===== config.mk =====
export PLATFORM = sky130hd
export DESIGN_NAME = flit_nibble_serializer
export DESIGN_NICKNAME = d
export VERILOG_FILES = /design/src/rtl/flit_nibble_serializer.sv
export SDC_FILE = /design/constraint.sdc
export NUM_CORES = 1
export LEC_CHECK = 0
export CORE_ASPECT_RATIO = 1.4
export CORE_MARGIN = 10
export CORE_UTILIZATION = 30
export CTS_CLUSTER_SIZE = 16
export DETAILED_ROUTE_END_ITERATION = 12
export DONT_BUFFER_PORTS = 1
export SYNTH_ARGS = -nofsm -noshare
export SYNTH_HDL_FRONTEND = slang
export SYNTH_SLANG_ARGS = --single-unit

===== constraint.sdc =====
create_clock -name CLK -period 2.7 [get_ports CLK]
set_input_delay 0.405 -clock CLK [delete_from_list [all_inputs] [get_ports CLK]]
set_output_delay 0.405 -clock CLK [all_outputs]
set_load 0.01 [all_outputs]

===== src/rtl/flit_nibble_serializer.sv =====
// Buffers 32-bit router flits in a small FIFO and streams each one MSB-first as
// eight 4-bit nibbles toward an LVDS transmitter, with sof on the leading nibble.
module flit_nibble_serializer #(
    parameter int FIFO_DEPTH = 2,
    parameter int CNT_W      = 16
) (
    input  logic             CLK,
    input  logic             RST,
    input  logic [31:0]      put_flit,
    input  logic             EN_put_flit,
    output logic             RDY_put_flit,
    output logic [3:0]       nib_data,
    output logic             nib_valid,
    output logic             nib_sof,
    input  logic             nib_ready,
    input  logic             link_up,
    output logic [CNT_W-1:0] words_sent,
    output logic             busy
);

    localparam int AW = $clog2(FIFO_DEPTH);
    localparam int CW = AW + 1;

    typedef enum logic {
        IDLE  = 1'b0,
        SHIFT = 1'b1
    } state_t;

    state_t            state_q, state_d;
    logic [31:0]       shift_q, shift_d;
    logic [2:0]        beat_q, beat_d;
    logic [CNT_W-1:0]  words_q, words_d;
    logic [AW-1:0]     wr_ptr_q, wr_ptr_d;
    logic [AW-1:0]     rd_ptr_q, rd_ptr_d;
    logic [CW-1:0]     count_q, count_d;
    logic [31:0]       mem_q [FIFO_DEPTH];

    logic full, empty, push, pop, word_done;

    // Readiness comes from registered occupancy only, so a pop never reopens a full buffer early.
    assign full         = (count_q == CW'(FIFO_DEPTH));
    assign empty        = (count_q == '0);
    assign RDY_put_flit = ~RST & ~full;
    assign push         = EN_put_flit & ~full;
    assign word_done    = (state_q == SHIFT) & nib_ready & (beat_q == 3'd7);
    // link_up only gates starting a word; a word in flight always finishes.
    assign pop          = ~empty & link_up & ((state_q == IDLE) | word_done);

    always_comb begin
        state_d  = state_q;
        shift_d  = shift_q;
        beat_d   = beat_q;
        words_d  = words_q;
        case (state_q)
            IDLE: begin
                if (pop) begin
                    shift_d = mem_q[rd_ptr_q];
                    beat_d  = 3'd0;
                    state_d = SHIFT;
                end
            end
            SHIFT: begin
                if (nib_ready) begin
                    shift_d = {shift_q[27:0], 4'h0};
                    beat_d  = beat_q + 3'd1;
                    if (beat_q == 3'd7) begin
                        words_d = words_q + CNT_W'(1);
                        // Back-to-back load keeps the nibble stream gap-free.
                        if (pop) begin
                            shift_d = mem_q[rd_ptr_q];
                            beat_d  = 3'd0;
                        end else begin
                            state_d = IDLE;
                        end
                    end
                end
            end
            default: state_d = IDLE;
        endcase
    end

    always_comb begin
        count_d  = count_q + CW'(push) - CW'(pop);
        wr_ptr_d = push ? wr_ptr_q + AW'(1) : wr_ptr_q;
        rd_ptr_d = pop  ? rd_ptr_q + AW'(1) : rd_ptr_q;
    end

    always_ff @(posedge CLK or posedge RST) begin
        if (RST) begin
            state_q  <= IDLE;
            shift_q  <= '0;
            beat_q   <= '0;
            words_q  <= '0;
            wr_ptr_q <= '0;
            rd_ptr_q <= '0;
            count_q  <= '0;
        end else begin
            state_q  <= state_d;
            shift_q  <= shift_d;
            beat_q   <= beat_d;
            words_q  <= words_d;
            wr_ptr_q <= wr_ptr_d;
            rd_ptr_q <= rd_ptr_d;
            count_q  <= count_d;
        end
    end

    // Storage needs no reset: pointers and occupancy define which entries are live.
    always_ff @(posedge CLK) begin
        if (push) begin
            mem_q[wr_ptr_q] <= put_flit;
        end
    end

    assign nib_valid  = (state_q == SHIFT);
    assign nib_sof    = nib_valid & (beat_q == 3'd0);
    assign nib_data   = nib_valid ? shift_q[31:28] : 4'h0;
    assign busy       = nib_valid | ~empty;
    assign words_sent = words_q;

endmodule


Word-level counts from Yosys, hierarchy flattened
Memories as Yosys holds them, arrays and structs flattened.
Cells that the tools add are included.
{"block": "totals", "wordCells": 52, "ff_bits": 56, "mem_count": 1, "mem_bits_rw": 64}
{"block": "classes", "n_reduce_logical": 4, "n_eq_ne": 4, "mux": 17, "addsub": 6, "bitwise_logic": 13}
{"memory": "mem_q", "words": 2, "width": 32, "rd": 1, "rd_ports_with_merged_regs": 0, "wr": 1, "line": "36", "rtl": "logic [31:0] mem_q [FIFO_DEPTH];"}
{"cell": "$mux 32", "count": 4}
{"cell": "$pmux 32 s2", "count": 1}
{"cell": "$add 16x1->16 const B", "count": 1}
{"cell": "$mux 3", "count": 4}
{"cell": "$and 1x1->1", "count": 7}
{"cell": "$pmux 3 s2", "count": 1}
{"cell": "$mux 1", "count": 5}
{"cell": "$mux 4", "count": 1}
{"cell": "$ne 2x2->1 const B", "count": 2}
{"cell": "$not 1->1", "count": 4}
{"cell": "$add 3x1->3 const B", "count": 1}
{"cell": "$eq 3x3->1 const B", "count": 1}
{"cell": "$logic_not 3->1", "count": 1}
{"cell": "$reduce_and 3->1", "count": 1}
{"cell": "$add 1x1->1 const B", "count": 2}
{"cell": "$add 2x1->2", "count": 1}
{"cell": "$eq 2x2->1 const B", "count": 1}
{"cell": "$logic_not 2->1", "count": 1}
{"cell": "$or 1x1->1", "count": 2}
{"cell": "$pmux 1 s2", "count": 1}
{"cell": "$reduce_and 2->1", "count": 1}
{"cell": "$sub 2x1->2", "count": 1}

Logic depth before layout (Yosys ltp)
{"block": "depth", "depth_word": 8, "ltp_mapped": 8}

Worst setup path after synthesis
OpenSTA, ideal clock, no wires.
{"block": "synth_path", "kind": "flip-flop to flip-flop", "from": "reg count_q[1]", "to": "mem mem_q[0][0], enable pin", "required_time_ns": 2.279, "stages_incl_launch_ff": 4, "setup_slack_ns": 0.204, "arrival_ns": 2.075, "cell_sequence": "dfrtp_1 > or2b_1 > nand2_1 > nor2_1"}
{"block": "synth_between", "elab_chain_len": 5}
{"element": "start: declaration", "line": "35", "rtl": "logic [CW-1:0] count_q, count_d;"}
{"element": "start signal: assignment", "line": "104", "rtl": "count_q <= count_d;"}
{"element": "$eq 2x2->1", "line": "41", "rtl": "assign full = (count_q == CW'(FIFO_DEPTH));"}
{"element": "$not 1->1", "line": "44", "rtl": "assign push = EN_put_flit & ~full;"}
{"element": "$and 1x1->1", "line": "44"}
{"element": "$mux 1", "line": "110", "rtl": "if (push) begin"}
{"element": "$mux 1 (implied by the code)", "line": "111", "rtl": "mem_q[wr_ptr_q] <= put_flit;"}
{"element": "end: declaration", "line": "36"}
No other way between the ends.

Worst setup path in the final report
{"block": "layout_path", "from": "reg state_q, in the netlist nib_valid", "to": "reg shift_q[3]"}
{"block": "layout_between", "elab_chain_len": 8}
{"element": "start: declaration", "line": "29", "rtl": "state_t state_q, state_d;"}
{"element": "start signal: assignment", "line": "98", "rtl": "state_q <= state_d;"}
{"element": "$and 1x1->1 (2 in a row)", "line": "45", "rtl": "assign word_done = (state_q == SHIFT) & nib_ready & (beat_q == 3'd7);"}
{"element": "$or 1x1->1", "line": "47", "rtl": "assign pop = ~empty & link_up & ((state_q == IDLE) | word_done);"}
{"element": "$and 1x1->1", "line": "47"}
{"element": "$mux 32", "line": "69", "rtl": "if (pop) begin"}
{"element": "$mux 32", "line": "66", "rtl": "if (beat_q == 3'd7) begin"}
{"element": "$mux 32", "line": "63", "rtl": "if (nib_ready) begin"}
{"element": "$pmux 32 s2", "line": "54", "rtl": "case (state_q)"}
{"element": "end signal: assignment", "line": "99", "rtl": "shift_q <= shift_d;"}
{"element": "end: declaration", "line": "30", "rtl": "logic [31:0] shift_q, shift_d;"}
Parallel ways exist; a longest one is shown, timed or not. The select of a mux whose other input is x is not followed.
A chain may end at the register's enable or synchronous reset.

==> results.txt <==
Final hold viol count = 0
Share of the synthesized area in the top cell type = 0.3821
CP Data Arrival Time = 2.36 ns
Cells after DPL = 567
Final ANT Viol Nets = 0
Initial DRT Pass Iterations = 4
DR vias = 2857
Hold buffers post-CTS = 0
Post-synthesis cell type count = 34
Number of synthesized flops with an enable pin = 64
Yosys reg bits = 120
Sequential area share after synthesis = 0.6607
Post_cts resized = 0
Mapped Cells = 380
Final worst slack = 0.5824 ns
Core region area = 0.01661 mm^2
Clk buf depth = 2
Clock Skew = 0.006522 ns
Area Growth Syn to Fin = 15.65%
FP Rows = 56
# diodes = 0
Area leader, netlist = edfxtp_1
Post-route cell area = 0.005817 mm^2
Multi-input gate area = 0.001559 mm^2
Total detailed-routing wirelength = 10190 um
Worst-path clk slew = 0.05 ns
Required time worst endpoint = 2.94 ns
Tmin final = 2.118 ns
Num CTS Buffers = 17
Max Cap Viol = 0
Most frequent cell after synthesis = edfxtp_1
H-tree depth = 4
Boundary Pins = 61
Chip Width = 129.4 um
Measured slew at the worst slew-check pin = 1.179 ns
Setup TNS Final = 0 ns
Worst setup SP type = flop
HPWL Detailed = 6762 um
Final Instance Count excl. Fillers = 599
Routability Congestion = 0.7153
Syn nets = 422
Antenna violations before repair = 0
PwrDens = 1099 mW/mm^2
Synth top area cells = edfxtp_1 (38%), dfrtp_1 (28%), a211oi_2 (6.5%)
Crit-path max FO = 36
# setup viols final = 0
Max Freq = 0.4722 GHz
Initial Util = 0.3029
Synth Warn # = 0
Global-route wire length before repair = 16330 um
DR vias/cell = 4.770
FILL cells = 1569
Post-synth top cells = edfxtp_1 (64), dfrtp_1 (56), nand2_1 (47)
Remaining Overflow, GRT = 0
Slew headroom = 0.2138
Slew Limit Fails = 0
Worst-Skew Late Latency = 0.41 ns
FF/Latch Area = 0.003324 mm^2
DRC viols = 0
Critical setup path kind = flop to flop
Post-layout nets = 425
Place WS = 0.5462 ns
I/O Buffers = 0
Run status = finished clean
Vias in the first global route = 2934
P_leak = 0.002161 uW
Maximum vdd drop = 0.6310 mV
Clk sinks = 120
Die footprint = 0.02242 mm^2
Syn_area_per_cell = 13.24 um^2
GRT Total Usage = 0.09608
WL per Instance = 17.01 um
Post-CTS Setup Bufs = 0
Largest net degree at the start of global routing = 57
CTS root buf = clkbuf_16
Final Cycle Share = 0.7843
Post-synth ARST share = 0.4667
Layout cells sized above 1 = 0.1717
Hold Crit Class = input port to flop
Ys flop type = edfxtp_1
Iteration-0 DRC Markers = 144
Critical Path End Type = flop
Placed Area = 0.005223 mm^2
Netlist Area Pre-Place = 0.005030 mm^2
CTS tree = yes
Die Height = 173.2 um
Unrepaired setup endpoints after global routing = false
-- state kept, by name, indices dropped and copies added, names as in the netlist --
signal      flops
beat_q          3
rd_ptr_q        1
shift_q        32
count_q         2
nib_valid       1
mem_q          64
words_sent     16
wr_ptr_q        1
-- path summary, 6_finish.rpt --
kind | start | slack (ns) | cells past startpoint | end
min in group asynchronous | RST | 0.11 | 2 | count_q[1]
max reg2reg | nib_valid | 0.58 | 2 | shift_q[3]
max in group asynchronous | RST | 2.09 | 2 | rd_ptr_q
min | put_flit[2] | 0.09 | 0 | mem_q[1][2]
max | nib_valid | 0.58 | 2 | shift_q[3]
min reg2reg | shift_q[0] | 0.47 | 2 | shift_q[0]
-- per-stage QoR --
stage,total power [uW],hold WS (ns),util
4_1_cts,6489,0.07109,0.3503
3_5_place_dp,4188,0.4618,0.3145
6_report,6395,0.08916,0.3503
3_3_place_gp,4134,0.4588,0.3145
5_1_grt,6797,0.06653,0.3503
2_1_floorplan,3837,0.4432,-
-- layer usage --
layer | share of wire | track usage
met1 | 0.38 | 0.1020
met2 | 0.53 | 0.1596
met5 | 0 | 0
met4 | 0.021 | 0.04370
met3 | 0.072 | 0.04255
-- cell families (layout without fill, tap and decap cells) --
kind of cell               after synthesis  count (layout)  share of synthesized area
xor gates and xnor gates                20              20                    0.03483
adders and majority gates                5               5                    0.01244
buffers and inverters                   26              42                    0.02985
DFF                                    120             120                     0.6607
AOI/OAI and AO/OA                       97              97                     0.1410
muxes                                    6               6                    0.01244
and+or+nand+nor                        106             106                     0.1087
-- critical path, cell delays in order, from the launching register on --
cell     delay, ns
dfrtp_1       0.73
o21a_1        1.01
o31ai_1       0.20
-- cells in the final DEF (no fill, tap or decap), types with 2 or more instances in the layout --
cell	count
a211oi_1	2
a211oi_2	26
and2_1	6
and3_1	3
and4_1	2
buf_12	2
buf_4	4
bufinv_16	4
clkbuf_1	4
clkbuf_16	17
clkinv_2	6
dfrtp_1	55
edfxtp_1	64
ha_1	5
inv_1	3
mux2_2	2
mux2i_1	4
nand2_1	47
nand3_1	5
nand4_1	4
nor2_1	4
nor2b_1	29
o2111ai_1	2
o21ai_0	31
o21ai_1	29
o31ai_1	4
xnor2_1	13
xor2_1	7
-- report_power, final --
| part | internal, uW | switching (uW) |
|---|---|---|
| clock | 1530 | 747 |
| sequential | 2490 | 347 |
| combinational | 474 | 807 |
| total | 4490 | 1900 |
-- cell type report --
cell class / instances / share of cell area
Tap cell: 203 / 0.04367
Clock buffer: 21 / 0.07572
Sequential cell: 120 / 0.5715
Inverter: 4 / 0.002581
Timing Repair Buffer: 6 / 0.01205
Clock inverter: 11 / 0.02646
Multi-Input combinational cell: 234 / 0.2680
(Power assumes the default switching activity.)
